[config.mk]
export PLATFORM = sky130hd
export DESIGN_NAME = lsu_access_ctrl_flat
export DESIGN_NICKNAME = d
export VERILOG_FILES = /design/src/rtl/lsu_access_ctrl_pkg.sv /design/src/rtl/lsu_access_ctrl_if.sv /design/src/rtl/lsu_access_ctrl_load_align.sv /design/src/rtl/lsu_access_ctrl.sv /design/src/flat_wrapper.sv
export SDC_FILE = /design/constraint.sdc
export NUM_CORES = 1
export LEC_CHECK = 0
export CORE_AREA = 2 2 136 112
export CTS_CLUSTER_SIZE = 8
export DETAILED_ROUTE_END_ITERATION = 8
export DIE_AREA = 0 0 138 114
export PLACE_DENSITY = 0.85
export SLEW_MARGIN = 20
export SYNTH_ARGS = -nofsm -noshare
export SYNTH_HDL_FRONTEND = slang
export SYNTH_SLANG_ARGS = --single-unit
[constraint.sdc]
create_clock -name clk -period 7.7 [get_ports clk]
set_input_delay 1.54 -clock clk [delete_from_list [all_inputs] [get_ports clk]]
set_output_delay 1.54 -clock clk [all_outputs]
set_load 0.01 [all_outputs]
[src/rtl/lsu_access_ctrl_pkg.sv]
// Shared types and constants for the load/store access controller.
package lsu_access_ctrl_pkg;

    // RV32 load width codes
    localparam logic [2:0] LOAD_BYTE   = 3'b000;
    localparam logic [2:0] LOAD_HALF   = 3'b001;
    localparam logic [2:0] LOAD_WORD   = 3'b010;
    localparam logic [2:0] LOAD_BYTE_U = 3'b100;
    localparam logic [2:0] LOAD_HALF_U = 3'b101;

    // RV32 store width codes
    localparam logic [2:0] STORE_BYTE  = 3'b000;
    localparam logic [2:0] STORE_HALF  = 3'b001;
    localparam logic [2:0] STORE_WORD  = 3'b010;

    typedef enum logic [2:0] {
        S_IDLE,
        S_LD1,
        S_LD2,
        S_ST,
        S_RSP
    } lsu_state_t;

    // Access size in bytes (1, 2 or 4) for a legal width code.
    function automatic logic [2:0] access_size(input logic [2:0] funct3);
        case (funct3[1:0])
            2'b00:   return 3'd1;
            2'b01:   return 3'd2;
            default: return 3'd4;
        endcase
    endfunction

    function automatic logic is_illegal(input logic we, input logic [2:0] funct3);
        if (we)
            return !(funct3 inside {STORE_BYTE, STORE_HALF, STORE_WORD});
        return !(funct3 inside {LOAD_BYTE, LOAD_HALF, LOAD_WORD, LOAD_BYTE_U, LOAD_HALF_U});
    endfunction

    // Bytes never straddle; halfwords need addr[0]=0; words need addr[1:0]=0.
    function automatic logic is_misaligned(input logic [2:0] funct3, input logic [1:0] offset);
        case (funct3[1:0])
            2'b01:   return offset[0];
            2'b10:   return offset != 2'b00;
            default: return 1'b0;
        endcase
    endfunction

endpackage

[src/rtl/lsu_access_ctrl_if.sv]
// Request/response handshake between the execute stage and the LSU.
interface lsu_access_ctrl_if #(
    parameter int XLEN = 32
);
    logic            req_valid;
    logic            req_ready;
    logic            req_we;
    logic [2:0]      req_funct3;
    logic [XLEN-1:0] req_addr;
    logic [XLEN-1:0] req_wdata;
    logic            rsp_valid;
    logic [XLEN-1:0] rsp_rdata;
    logic            rsp_err;

    // Execute-stage side
    modport master (
        output req_valid, req_we, req_funct3, req_addr, req_wdata,
        input  req_ready, rsp_valid, rsp_rdata, rsp_err
    );

    // LSU side
    modport slave (
        input  req_valid, req_we, req_funct3, req_addr, req_wdata,
        output req_ready, rsp_valid, rsp_rdata, rsp_err
    );
endinterface

[src/rtl/lsu_access_ctrl_load_align.sv]
// Load data merge: shifts the {hi,lo} word pair by the byte offset and
// sign/zero-extends to the requested width.
module lsu_load_align
    import lsu_access_ctrl_pkg::*;
#(
    parameter int XLEN = 32
) (
    input  logic [XLEN-1:0] lo,
    input  logic [XLEN-1:0] hi,
    input  logic [1:0]      offset,
    input  logic [2:0]      funct3,
    output logic [XLEN-1:0] data
);

    logic [XLEN-1:0] shifted;

    // Byte-shift the merged pair and extend the selected low bits
    always_comb begin
        shifted = XLEN'({hi, lo} >> {offset, 3'b000});
        case (funct3)
            LOAD_BYTE:   data = {{(XLEN-8){shifted[7]}}, shifted[7:0]};
            LOAD_HALF:   data = {{(XLEN-16){shifted[15]}}, shifted[15:0]};
            LOAD_BYTE_U: data = {{(XLEN-8){1'b0}}, shifted[7:0]};
            LOAD_HALF_U: data = {{(XLEN-16){1'b0}}, shifted[15:0]};
            default:     data = shifted;
        endcase
    end

endmodule

[src/rtl/lsu_access_ctrl.sv]
// Load/store sequencer between execute stage and data memory. Splits
// misaligned accesses into aligned memory cycles (two word reads for loads,
// per-byte writes for stores) and returns one response per request.
// Optional: define LSU_MISALIGN_TRAP_EN to reject misaligned requests with
// rsp_err instead of splitting them.
module lsu_access_ctrl
    import lsu_access_ctrl_pkg::*;
#(
    parameter int XLEN = 32
) (
    input  logic              clk,
    input  logic              reset,
    lsu_access_ctrl_if.slave  bus,
    output logic              mem_we,
    output logic [2:0]        mem_funct3,
    output logic [XLEN-1:0]   mem_addr,
    output logic [XLEN-1:0]   mem_wd,
    input  logic [XLEN-1:0]   mem_rd
);

    lsu_state_t      state;
    lsu_state_t      state_next;

    logic            r_we;
    logic [2:0]      r_funct3;
    logic [XLEN-1:0] r_addr;
    logic [XLEN-1:0] r_wdata;
    logic [XLEN-1:0] lo;
    logic [XLEN-1:0] hi;
    logic [1:0]      cnt;

    logic            accept;
    logic            in_err;
    logic            r_misal;
    logic            r_err;
    logic [1:0]      st_last_idx;
    logic            st_last;
    logic [XLEN-1:0] load_data;

    assign accept  = bus.req_valid && bus.req_ready;
    assign r_misal = is_misaligned(r_funct3, r_addr[1:0]);

`ifdef LSU_MISALIGN_TRAP_EN
    assign in_err = is_illegal(bus.req_we, bus.req_funct3)
                 || is_misaligned(bus.req_funct3, bus.req_addr[1:0]);
    assign r_err  = is_illegal(r_we, r_funct3) || r_misal;
`else
    assign in_err = is_illegal(bus.req_we, bus.req_funct3);
    assign r_err  = is_illegal(r_we, r_funct3);
`endif

    // Aligned stores take one cycle; split stores run bytes 0..N-1
    assign st_last_idx = 2'(access_size(r_funct3) - 3'd1);
    assign st_last     = !r_misal || (cnt == st_last_idx);

    lsu_load_align #(.XLEN(XLEN)) u_align (
        .lo     (lo),
        .hi     (hi),
        .offset (r_addr[1:0]),
        .funct3 (r_funct3),
        .data   (load_data)
    );

    // State register
    always_ff @(posedge clk) begin
        if (reset)
            state <= S_IDLE;
        else
            state <= state_next;
    end

    // Request latch, read-word capture and store byte counter
    always_ff @(posedge clk) begin
        if (reset) begin
            r_we     <= 1'b0;
            r_funct3 <= '0;
            r_addr   <= '0;
            r_wdata  <= '0;
            lo       <= '0;
            hi       <= '0;
            cnt      <= '0;
        end else begin
            if (accept) begin
                r_we     <= bus.req_we;
                r_funct3 <= bus.req_funct3;
                r_addr   <= bus.req_addr;
                r_wdata  <= bus.req_wdata;
                cnt      <= '0;
            end
            if (state == S_LD1)
                lo <= mem_rd;
            if (state == S_LD2)
                hi <= mem_rd;
            if (state == S_ST && !st_last)
                cnt <= cnt + 2'd1;
        end
    end

    // Next-state selection
    always_comb begin
        state_next = state;
        case (state)
            S_IDLE: begin
                if (accept) begin
                    if (in_err)
                        state_next = S_RSP;
                    else if (bus.req_we)
                        state_next = S_ST;
                    else
                        state_next = S_LD1;
                end
            end
            S_LD1:   state_next = r_misal ? S_LD2 : S_RSP;
            S_LD2:   state_next = S_RSP;
            S_ST:    state_next = st_last ? S_RSP : S_ST;
            S_RSP:   state_next = S_IDLE;
            default: state_next = S_IDLE;
        endcase
    end

    // Memory port and response outputs; everything idles at zero
    always_comb begin
        bus.req_ready = (state == S_IDLE);
        bus.rsp_valid = (state == S_RSP);
        bus.rsp_err   = 1'b0;
        bus.rsp_rdata = '0;
        mem_we        = 1'b0;
        mem_funct3    = '0;
        mem_addr      = '0;
        mem_wd        = '0;
        case (state)
            S_LD1: begin
                // loads always fetch the whole containing word
                mem_funct3 = LOAD_WORD;
                mem_addr   = {r_addr[XLEN-1:2], 2'b00};
            end
            S_LD2: begin
                mem_funct3 = LOAD_WORD;
                mem_addr   = {r_addr[XLEN-1:2], 2'b00} + XLEN'(4);
            end
            S_ST: begin
                mem_we = !reset;
                if (r_misal) begin
                    mem_funct3 = STORE_BYTE;
                    mem_addr   = r_addr + XLEN'(cnt);
                    mem_wd     = {{(XLEN-8){1'b0}}, r_wdata[{cnt, 3'b000} +: 8]};
                end else begin
                    mem_funct3 = r_funct3;
                    mem_addr   = r_addr;
                    mem_wd     = r_wdata;
                end
            end
            S_RSP: begin
                bus.rsp_err   = r_err;
                bus.rsp_rdata = (r_we || r_err) ? '0 : load_data;
            end
            default: ;
        endcase
    end

endmodule
[src/flat_wrapper.sv]
// flat-port wrapper written by rule: the top's interface ports become plain ports
module lsu_access_ctrl_flat import lsu_access_ctrl_pkg::*;
#(
    parameter int XLEN = 32
)
  (clk, reset, mem_we, mem_funct3, mem_addr, mem_wd, mem_rd, bus_req_valid, bus_req_we, bus_req_funct3, bus_req_addr, bus_req_wdata, bus_req_ready, bus_rsp_valid, bus_rsp_rdata, bus_rsp_err);
  lsu_access_ctrl_if #(.XLEN(XLEN)) bus_i ();
  input  logic clk;
  input  logic reset;
  output logic mem_we;
  output logic [2:0] mem_funct3;
  output logic [XLEN-1:0] mem_addr;
  output logic [XLEN-1:0] mem_wd;
  input  logic [XLEN-1:0] mem_rd;
  input wire logic [$bits(bus_i.req_valid)-1:0] bus_req_valid;
  input wire logic [$bits(bus_i.req_we)-1:0] bus_req_we;
  input wire logic [$bits(bus_i.req_funct3)-1:0] bus_req_funct3;
  input wire logic [$bits(bus_i.req_addr)-1:0] bus_req_addr;
  input wire logic [$bits(bus_i.req_wdata)-1:0] bus_req_wdata;
  output wire logic [$bits(bus_i.req_ready)-1:0] bus_req_ready;
  output wire logic [$bits(bus_i.rsp_valid)-1:0] bus_rsp_valid;
  output wire logic [$bits(bus_i.rsp_rdata)-1:0] bus_rsp_rdata;
  output wire logic [$bits(bus_i.rsp_err)-1:0] bus_rsp_err;
  assign bus_i.req_valid = bus_req_valid;
  assign bus_i.req_we = bus_req_we;
  assign bus_i.req_funct3 = bus_req_funct3;
  assign bus_i.req_addr = bus_req_addr;
  assign bus_i.req_wdata = bus_req_wdata;
  assign bus_req_ready = bus_i.req_ready;
  assign bus_rsp_valid = bus_i.rsp_valid;
  assign bus_rsp_rdata = bus_i.rsp_rdata;
  assign bus_rsp_err = bus_i.rsp_err;
  lsu_access_ctrl #(.XLEN(XLEN)) u_core (.clk(clk), .reset(reset), .bus(bus_i), .mem_we(mem_we), .mem_funct3(mem_funct3), .mem_addr(mem_addr), .mem_wd(mem_wd), .mem_rd(mem_rd));
endmodule
# ---- Word-level counts from Yosys, hierarchy flattened
# Index checks and enable logic that the tools add are counted.
# W data, S select, Z words.
dict set report totals {
  wordCells 79
  in_bits 103
  regBits 137
}
dict set report classes {
  reduce_logical 22
  shift 2
  eq_ne 16
  muxes 27
  add_sub_neg 4
}
# op count
set op_table {}
lappend op_table {{$mux W32} 5}
lappend op_table {{$pmux W32 S4} 1}
lappend op_table {{$pmux W32 S3} 1}
lappend op_table {{$shr A64 B5 Y32} 1}
lappend op_table {{$add A32 B2 Y32} 1}
lappend op_table {{$add A32 B3 Y32 const B} 1}
lappend op_table {{$shiftx A32 B6 Y8} 1}
lappend op_table {{$eq A3 B3 Y1 const B} 5}
lappend op_table {{$mux W3} 5}
lappend op_table {{$eq A3 B2 Y1 const B} 4}
lappend op_table {{$pmux W3 S4} 1}
lappend op_table {{$reduce_bool A5 Y1} 2}
lappend op_table {{$eq A3 B1 Y1 const B} 3}
lappend op_table {{$logic_not A3 Y1} 3}
lappend op_table {{$mux W1} 8}
lappend op_table {{$logic_not A1 Y1} 7}
lappend op_table {{$mux W2} 3}
lappend op_table {{$pmux W3 S2} 1}
lappend op_table {{$reduce_bool A3 Y1} 2}
lappend op_table {{$pmux W2 S2} 1}
lappend op_table {{$reduce_bool A2 Y1} 2}
lappend op_table {{$add A2 B1 Y2 const B} 1}
lappend op_table {{$eq A2 B1 Y1 const B} 1}
lappend op_table {{$eq A2 B2 Y1} 1}
lappend op_table {{8 further kinds} 10}

# ---- Logic depth before layout (Yosys ltp)
# Gate-level depths: netlist of the first run.
dict set report logic_depth {
  depth_word 8
  depth_mapped 9
}

# ---- By module
# A second synthesis of the first run with hierarchy kept.
dict set report unflattened {
  hier_cells 1051
  area_unflattened_um2 7937.6
}
# mod seq_area_each_um2 cells_per_inst area_each_um2 n_inst
set by_module_without_submodules {}
lappend by_module_without_submodules {lsu_access_ctrl 2742.6 950 6817.8 1}
lappend by_module_without_submodules {lsu_load_align 0.0 101 1119.8 1}

# ---- Least setup slack after synthesis of the first run
# OpenSTA, ideal clock, no wires.
dict set report synth_timing {
  path_type {reg-to-output}
  startpoint {register u_core.r_addr[1]}
  endpoint {output port mem_addr[18]}
  arrival_time_ps 2474
  path_slack_ps 3686
  path_stages_with_launch 10
  t_required_ps 6160
  path_cell_list {dfxtp_1 buf_4 clkbuf_1 inv_1 fa_1 nor2b_1 o21ai_0 a21oi_1 a41oi_1 a311oi_1}
}
dict set report synth_via {
  elab_chain_cells 4
}
# item line
set synth_lines {}
lappend synth_lines {{from (decl)} lsu_access_ctrl.sv:26} ;# logic [XLEN-1:0] r_addr;
lappend synth_lines {{from (signal assigned)} lsu_access_ctrl.sv:86} ;# r_addr <= bus.req_addr;
lappend synth_lines {{branches (longest 2 deep; another with $add A32 B2 Y32)} -}
lappend synth_lines {{$mux W32 (*)} lsu_access_ctrl.sv:143} ;# if (r_misal) begin
lappend synth_lines {{$pmux W32 S3 (*)} lsu_access_ctrl.sv:131} ;# case (state)
lappend synth_lines {{to (decl)} flat_wrapper.sv:12} ;# output logic [XLEN-1:0] mem_addr;
# Every way passes the cells marked *.

# ---- Worst setup path in the final report of the first run
dict set report layout_timing {
  startpoint {register u_core.r_addr[0]}
  endpoint {output port mem_addr[30]}
}
# The elaborated chain is that of the path after synthesis.

==> results of run 1 <==
[per-stage QoR]
| step | instance area (um^2) | utilization |
|---|---|---|
| 5_1_grt | 10000 | 0.690 |
| 3_5_place_dp | 9490 | 0.654 |
| 2_1_floorplan | 7500 | - |
| 6_report | 10000 | 0.690 |
| 4_1_cts | 10000 | 0.690 |
| 3_3_place_gp | 9480 | 0.653 |
[sequential cells by signal, summed over array words and instances (netlist names)]
register         flops
u_core.lo           32
u_core.r_addr       32
u_core.r_wdata      32
u_core.hi           24
u_core.r_funct3      3
u_core.state         3
u_core.cnt           2
u_core.r_we          1
[where the power goes]
group / switching [mW] / total, mW / internal [mW] / leakage (nW)
clock network: 0.295 / 0.720 / 0.424 / 0.256
logic: 0.150 / 0.275 / 0.126 / 2.07
registers: 0.0524 / 0.760 / 0.707 / 1.05
[critical path, delay by kind of cell (launching register included)]
family	cells	cell delay [ns]
AOI/OAI and AO/OA	4	1.13
adders and majority gates	2	0.68
buffers and inverters	2	0.63
DFF	1	0.99
and+or+nand+nor	1	0.14
[cells by family (layout without fill, tap and decap cells)]
family / Yosys count / count (layout) / synth area share
fa+ha+maj: 7 / 7 / 0.0127
compound gates: 279 / 279 / 0.221
flops: 129 / 129 / 0.344
xor+xnor: 1 / 1 / 0.00117
buf+inv: 99 / 259 / 0.0561
mux: 53 / 53 / 0.0733
simple gates: 478 / 478 / 0.291
[layout make-up]
cell class / instances / share of cell area
Multi-Input combinational cell: 818 / 0.451
Sequential cell: 129 / 0.258
Timing Repair Buffer: 212 / 0.210
Clock buffer: 22 / 0.0463
Tap cell: 189 / 0.0236
Clock inverter: 10 / 0.00612
Inverter: 15 / 0.00562
[layout by cell type (no fill, tap or decap), types with 17 or more instances in the layout]
cell	count
clkbuf_16	17
o21ai_0	41
nor2_1	38
clkdlybuf4s50_1	204
a21oi_1	159
nand3_1	25
and2_1	29
dfxtp_1	127
nand2_1	309
mux2i_1	38
[worst paths after layout]
path | from | end | depth (start not counted)
max reg2reg | u_core.state[1]$_SDFFE_PP0P_ | u_core.hi[19]$_SDFFE_PP0P_ | 4
max | u_core.r_addr[0]$_SDFFE_PP0P_ | mem_addr[30] | 9
min | u_core.lo[10]$_SDFFE_PP0N_ | u_core.lo[10]$_SDFFE_PP0N_ | 2
min reg2reg | u_core.lo[10]$_SDFFE_PP0N_ | u_core.lo[10]$_SDFFE_PP0N_ | 2
[per-layer routing]
layer,GRT usage,vias to the layer above
li1,-,3912
met1,0.402,3700
met2,0.472,337
met3,0.0848,46
met4,0.0966,0
met5,0,-
==> metrics, run 1 <==
ys async rst share=0; slowest library cell on the worst path=dfxtp_2; final worst setup slack=2.14 ns; wire length of the first global-routing pass=38200 um; clock transition at the registers of the reported paths=0.06 ns; CTS Buffer Depth=2; Final ANT Viol Nets=0; Synth top cells by count=310 x nand2_1, 159 x a21oi_1, 129 x dfxtp_1; Final Power=1.75 mW; Final setup viols=0; antenna violations before repair=0; layout cells sized above 1=0.0746; CTS root buf=clkbuf_16; Metal-1 WL=10700 um; RSZ-0062 raised after global routing=no; multi-input logic area=4510 um^2; Core Area=14500 um^2; Synth area leaders=dfxtp_1 34%, nand2_1 16%, a21oi_1 11%, mux2i_1 5.1%, clkbuf_1 2.9%; die width=138 um; largest net degree at the start of global routing=68; DR iter-0 viols=866; Final Non-Filler Cells=1395; Req. time, crit path=6.16 ns; worst path cell trace=ha_1, inv_1, fa_1, nor2b_1, o21ai_0, a21oi_1, a41oi_1, a311oi_2, clkdlybuf4s50_1; mapped cell area=7500 um^2; IO Port Bufs=205; worst skew pair latency=0.42 ns; Ports=206; most frequent cell after synthesis=nand2_1; Hold Fails Final Rpt=0; f_max=180 MHz; max-slew violations=0; CP max FO=66; Post-Syn Area per Cell=7.17 um^2; Place WS=2.66 ns; gp weighted congestion=0.926; hold_buf cts=0; Crit. End Element=primary output; First-pass DRT Iterations=5; final net count=1303; post-layout minimum cycle time=5.56 ns; Reg area=2580 um^2; CTS Buf Count=17; sequential share of the synthesized area=0.344; crit share post-route=0.722; register bit total from synthesis=129; ys flop type=dfxtp_1; hold slack=0.454 ns; Die Y=114 um; Critical Path Source Type=flip-flop; PD cells=175 nW/um^2; Post-CTS Setup Inserts=0; Tot GR Track Use=0.300; Post-CTS Resized=0; status=finished clean; # diodes=0; Die Area=15700 um^2; yosys warns=0; Avg WL per Cell=17.1 um; Max Used Layer=met4; Post-Syn Instances=1046; final clock skew=0.00415 ns; Sink Count=129; setup slack, reg-to-reg=5.09 ns; CTS tree=yes; DR vias/cell=5.73; via count=7995; fillers=1250; H-Tree Depth=4; top-area cell type share of the netlist area=0.344; worst min path class=reg2reg; placed cell count=1363; Rel. slew slack=0.319; Pleak=3.38 nW; number of global-route vias before repair=7448; hpwl dp=16900 um; Max stage delay on crit path=0.99 ns; met2 WL post-DR=10700 um; Synth area leader=dfxtp_1; DRC=0; initial core utilization=0.517; synthesis-to-layout area growth=33.6%; WS Path Type=reg2out; Slew @ Worst Pin=1.02 ns; DRT Wirelength=23900 um; Post-Syn Nets=1156; # rows=40; Distinct cells, synth=75; Max Cap Violations=0; maximum VDD drop=0.145 mV; GRT overflow=0; EDFF count, synth=0; Routed met3 length=2000 um; Fin Setup TNS=0 ns; WP data arrival=4.02 ns
Power figures use the tool's default switching activity.
==> run 2, diff against run 1 <==
CORE_AREA = 2 2 149 122   (was 2 2 136 112)
DIE_AREA = 0 0 151 124   (was 0 0 138 114)
PLACE_DENSITY = 0.75   (was 0.85)
clock period = 4.7 ns   (was 7.7 ns; I/O delays follow)
==> run 2 against run 1 <==
Flip-flop and latch count stayed put. Global-route usage down 4.1 points. Clock skew up 0.0031 ns. Worst setup slack worse by 1.8 ns. Critical endpoint is now mem_addr[18]. Largest cell class unchanged. Largest power group is now the clock network. Highest routed layer unchanged.
==> metrics, run 2 (synthesis gave the netlist of run 1 again) <==
multi-input logic area=4500 um^2 (-0.25%); largest net degree at the start of global routing=93 (+37%); WS Path Type=reg2out; slowest library cell on the worst path=clkdlybuf4s50_1; Final Power=2.99 mW (+70%); Critical Path Source Type=flip-flop; final net count=1312 (+0.69%); Metal-1 WL=11300 um (+5.8%); commonest non-fill, non-tap cells in the layout=309 x nand2_1, 204 x clkdlybuf4s50_1, 159 x a21oi_1, 127 x dfxtp_1, 41 x o21ai_0; IO Port Bufs=205 (unchanged); Pleak=3.44 nW (+1.8%); antenna violations before repair=0 (unchanged); hpwl dp=17300 um (+2.2%); DR iter-0 viols=796 (-8.1%); # rows=43 (+7.5%); Die Area=18700 um^2 (+19%); Max stage delay on crit path=0.60 ns (-0.39 ns); Post-CTS Resized=0 (unchanged); Place WS=0.831 ns (-1.83 ns); post-layout minimum cycle time=4.41 ns; commonest non-fill, non-tap cell in the layout=nand2_1; Reg area=2580 um^2 (unchanged); H-Tree Depth=4 (unchanged); met2 WL post-DR=10300 um (-3.5%); Routed met3 length=2250 um (+13%); f_max=227 MHz; Hold Fails Final Rpt=0 (unchanged); synthesis-to-layout area growth=35.6%; Post-CTS Setup Inserts=0 (unchanged); reg2reg end=u_core.r_wdata[12]$_SDFFE_PP0P_; Req. time, crit path=3.76 ns (-2.40 ns); # diodes=0 (unchanged); gp weighted congestion=0.938 (+1.4%); Die Y=124 um (+8.8%); Worst R2R Path Depth=5 (+1); worst hold path startpoint=u_core.hi[20]$_SDFFE_PP0P_; worst min path class=reg2reg; Tot GR Track Use=0.259 (-0.0409); DRT Wirelength=24400 um (+2.2%); crit share post-route=0.937; status=finished clean; Worst path top cell family by delay=compound AO/OA/AOI/OAI gates; Crit path depth=8 (-1); worst path cell trace=inv_2, fa_1, nor2b_1, o21ai_0, a21oi_1, a41oi_1, a311oi_1, clkdlybuf4s50_1; Avg WL per Cell=17.0 um (-0.89%); Slew @ Worst Pin=0.960 ns (-0.0624 ns); CP max FO=17 (-74%); clock transition at the registers of the reported paths=0.06 ns (about the same); RSZ-0062 raised after global routing=no; Hold Path Depth=2 (unchanged); WP data arrival=3.47 ns (-0.55 ns); die width=151 um (+9.4%); final clock skew=0.00729 ns (+0.00314 ns); final worst setup slack=0.294 ns (-1.85 ns); Crit. End Element=primary output; Core Area=17100 um^2 (+18%); setup slack, reg-to-reg=2.54 ns (-2.55 ns); DR vias/cell=5.53 (-3.4%); maximum VDD drop=0.242 mV (+67%); hold_buf cts=0 (unchanged); Sink Count=129 (unchanged); Final setup viols=0 (unchanged); fillers=1570 (+26%); hold slack=0.455 ns (+0.00139 ns); wire length of the first global-routing pass=37800 um (-1.1%); PD cells=294 nW/um^2 (+68%); First-pass DRT Iterations=5 (unchanged); max-slew violations=0 (unchanged); DRC=0 (unchanged); via count=7963 (-0.40%); worst r2r src=u_core.state[1]$_SDFFE_PP0P_; CTS Buffer Depth=2 (unchanged); Rel. slew slack=0.360 (+0.0416); buffers plus inverters on the worst setup path=2 (unchanged); CTS tree=yes; initial core utilization=0.438 (-0.0783); Ports=206 (unchanged); CTS root buf=clkbuf_16; Worst Hold End=u_core.hi[20]$_SDFFE_PP0P_; crit path from=u_core.cnt[1]$_SDFFE_PP0P_; largest registers=u_core.lo x32, u_core.r_addr x32, u_core.r_wdata x32; CTS Buf Count=17 (unchanged); layout cells sized above 1=0.0824 (+0.00775); Fin Setup TNS=0 ns (unchanged); number of global-route vias before repair=7085 (-4.9%); worst skew pair latency=0.43 ns (about the same); Max Cap Violations=0 (unchanged); GRT overflow=0 (unchanged); Final ANT Viol Nets=0 (unchanged); Util after Layout=0.594 (-0.0961); Max Used Layer=met4
==> run 2: cell count changes in the layout (fill, tap and decap cells not counted), sizes merged <==
cell / delta
inv: +1
clkinv: -2
clkinvlp: +1
buf: +9
clkbuf: -2
bufinv: +1
==> run 2: metrics by stage <==
step	instances	area (um^2)
after detailed placement	1408	9600
after global placement	1408	9600
after floorplan	1046	7500
after global routing	1439	10200
after CTS	1439	10200
final	1439	10200
==> run 2: how the worst max path moves through the flow <==
stage,slack (ns),end
after floorplan,1.29,mem_addr[18]
after global placement,0.83,mem_addr[18]
after detailed placement,0.83,mem_addr[18]
after CTS,0.37,mem_addr[18]
after global routing,0.11,mem_addr[30]
final,0.29,mem_addr[18]
==> run 2: worst register-to-register path, cell delays in order, from the launching register on <==
cell and delay [ns]:
dfxtp_1 0.42, nor3_2 0.35, and2_2 0.54, buf_4 0.49, nand2_1 0.15, a21oi_1 0.14
==> run 2: power by group <==
| group | switching (mW) | leakage, nW | internal, mW |
|---|---|---|---|
| sequential | 0.0676 | 1.05 | 1.16 |
| clock | 0.518 | 0.271 | 0.768 |
| combinational | 0.264 | 2.12 | 0.209 |
| total | 0.849 | 3.44 | 2.14 |
==> run 2: routing by layer <==
layer	vias up	global-route usage
met5	-	0
met2	361	0.369
met3	39	0.0703
li1	3915	-
met1	3648	0.374
met4	0	0.0917
==> run 2: final cells by class <==
cell class                      instances  share of cell area
Clock buffer                           20              0.0459
Multi-Input combinational cell        818               0.443
Sequential cell                       129               0.254
Clock inverter                         11              0.0103
Timing Repair Buffer                  221               0.213
Tap cell                              225              0.0277
Inverter                               15             0.00554
==> run 3, diff against run 2 <==
CORE_AREA = 2 2 142 116   (was 2 2 149 122)
DIE_AREA = 0 0 144 118   (was 0 0 151 124)
PLACE_DENSITY = 0.79   (was 0.75)
clock period = 4.33 ns   (was 4.7 ns; I/O delays follow)
==> run 3 against run 2 <==
Sequential share of layout area hardly changed. Non-clock buffer count is 4 higher. Worst hold slack better by 0.0016 ns. Design area hardly changed. Global-route usage is 2.7 points higher. Die area is 9.3% lower. Worst setup slack worse by 0.14 ns. Wire length is 1.1% higher. Clock power is 5% higher. Flip-flop and latch count stayed put. Core utilization is 6.0 points higher. Largest power group unchanged.
==> metrics, run 3 (synthesis gave the netlist of run 1 again) <==
status=finished clean; post-layout minimum cycle time=4.18 ns; CTS Buffer Depth=2 (unchanged); H-Tree Depth=4 (unchanged); Crit. End Element=primary output; Post-CTS Setup Inserts=0 (unchanged); met2 WL post-DR=10800 um (+4.3%); placed cell count=1402 (-0.43%); Critical Path Source Type=flip-flop; maximum VDD drop=0.259 mV (+6.7%); PD cells=315 nW/um^2 (+7.3%); Core Area=15500 um^2 (-9.1%); Max Cap Violations=0 (unchanged); Final Non-Filler Cells=1434 (-0.35%); Final ANT Viol Nets=0 (unchanged); via count=8020 (+0.72%); CTS root buf=clkbuf_16; Worst R2R Path Depth=5 (unchanged); final instance area=10200 um^2 (about the same); initial core utilization=0.482 (+0.0441); final clock skew=0.00473 ns (-0.00256 ns); Hold Path Depth=2 (unchanged); Hold Fails Final Rpt=0 (unchanged); DRT Wirelength=24700 um (+1.1%); Util after Layout=0.654 (+0.0600); RSZ-0062 raised after global routing=yes; max-slew violations=0 (unchanged); number of global-route vias before repair=7352 (+3.8%); WS Path Type=reg2out; placed inst area=9610 um^2 (+0.18%); crit share post-route=0.965; Final Power=3.20 mW (+7.3%); commonest non-fill, non-tap cell in the layout=nand2_1; Ports=206 (unchanged); wire length of the first global-routing pass=38600 um (+2.2%); gp weighted congestion=0.944 (+0.56%); hpwl dp=17400 um (+0.51%); worst path cell trace=inv_2, fa_1, nor2b_1, o21ai_0, nand2_1, nand2_1, o31ai_1, clkdlybuf4s50_1; f_max=239 MHz; Tot GR Track Use=0.286 (+0.0268); Avg WL per Cell=17.2 um (+1.5%); Req. time, crit path=3.46 ns (-0.30 ns); commonest non-fill, non-tap cells in the layout=309 x nand2_1, 204 x clkdlybuf4s50_1, 158 x a21oi_1, 127 x dfxtp_1, 41 x o21ai_0; final net count=1316 (+0.30%); CTS tree=yes; Max stage delay on crit path=0.59 ns (about the same); layout cells sized above 1=0.0829 (+0.000482); most used cell, CP=nand2_1; hold_buf cts=0 (unchanged); largest registers=u_core.lo x32, u_core.r_addr x32, u_core.r_wdata x32; worst min path class=reg2reg; slowest library cell on the worst path=clkdlybuf4s50_1; die width=144 um (-4.6%); clock transition at the registers of the reported paths=0.06 ns (about the same); hold slack=0.457 ns (+0.00162 ns); CP max FO=17 (unchanged); Sink Count=129 (unchanged); Post-CTS Resized=0 (unchanged); Pleak=3.45 nW (+0.35%); IO Port Bufs=205 (unchanged); Final setup viols=0 (unchanged); CTS Buf Count=17 (unchanged); largest net degree at the start of global routing=69 (-26%); WP data arrival=3.31 ns (-0.16 ns); worst skew pair latency=0.42 ns (about the same); DR vias/cell=5.59 (+1.1%); GRT overflow=0 (unchanged); Metal-1 WL=11400 um (+0.31%); Slew @ Worst Pin=0.711 ns (-0.249 ns); Rel. slew slack=0.526 (+0.166); Max Used Layer=met4; DRC=0 (unchanged); Die Y=118 um (-4.8%); synthesis-to-layout area growth=35.6% (about the same); DR iter-0 viols=686 (-14%); Routed met3 length=2020 um (-10%); antenna violations before repair=0 (unchanged); Die Area=17000 um^2 (-9.3%); # diodes=0 (unchanged); # rows=41 (-4.7%); First-pass DRT Iterations=5 (unchanged)
==> run 3: cell types whose count changed in the layout (fill, tap and decap cells not counted) <==
cell        previous run  this run
clkinvlp_4             4         2
inv_6                  2         0
buf_4                 17        21
clkinv_4               2         3
a21oi_1              159       158
clkbuf_1               0         5
a21oi_2                0         1
clkbuf_8               3         2
==> run 3: final cells by class <==
class | instances | area (um^2)
Clock buffer | 24 | 472
Tap cell | 215 | 269
Inverter | 15 | 56.3
Clock inverter | 8 | 81.3
Sequential cell | 129 | 2580
Fill cell | 1362 | 5370
Timing Repair Buffer | 225 | 2200
Multi-Input combinational cell | 818 | 4510
==> run 3: where the power goes <==
group          leakage [nW]  switching, mW  internal (mW)
registers              1.05         0.0800           1.26
clock network         0.264          0.534          0.820
logic                  2.14          0.284          0.229
==> run 3: critical path: cells and delay by family, from the launching register on <==
kind,cells,cell delay [ns]
simple gates,3,0.70
compound gates,2,0.51
flops,1,0.45
fa+ha+maj,1,0.45
buf+inv,2,0.77
==> run 3: routing by layer <==
metal / vias to the layer above / GRT usage
met2: 341 / 0.437
met3: 38 / 0.0761
met4: 0 / 0.0913
met5: - / 0
li1: 3933 / -
met1: 3708 / 0.392
==> run 3: final timing paths <==
path                            slack [ns]                          from                             end
worst min-delay path                  0.46    u_core.hi[18]$_SDFFE_PP0P_      u_core.hi[18]$_SDFFE_PP0P_
worst max-delay path                  0.15    u_core.cnt[1]$_SDFFE_PP0P_                     mem_addr[6]
worst min register to register        0.46    u_core.hi[18]$_SDFFE_PP0P_      u_core.hi[18]$_SDFFE_PP0P_
worst max register to register        1.93  u_core.state[2]$_SDFFE_PP0P_  u_core.r_addr[27]$_SDFFE_PP0P_
==> run 3: stage by stage <==
stage | setup slack, ns | setup TNS, ns
floorplan | 0.990 | 0
global placement | 0.688 | 0
detailed placement | 0.603 | 0
CTS | 0.109 | 0
global route | -0.0114 | -0.0114
finish | 0.152 | 0
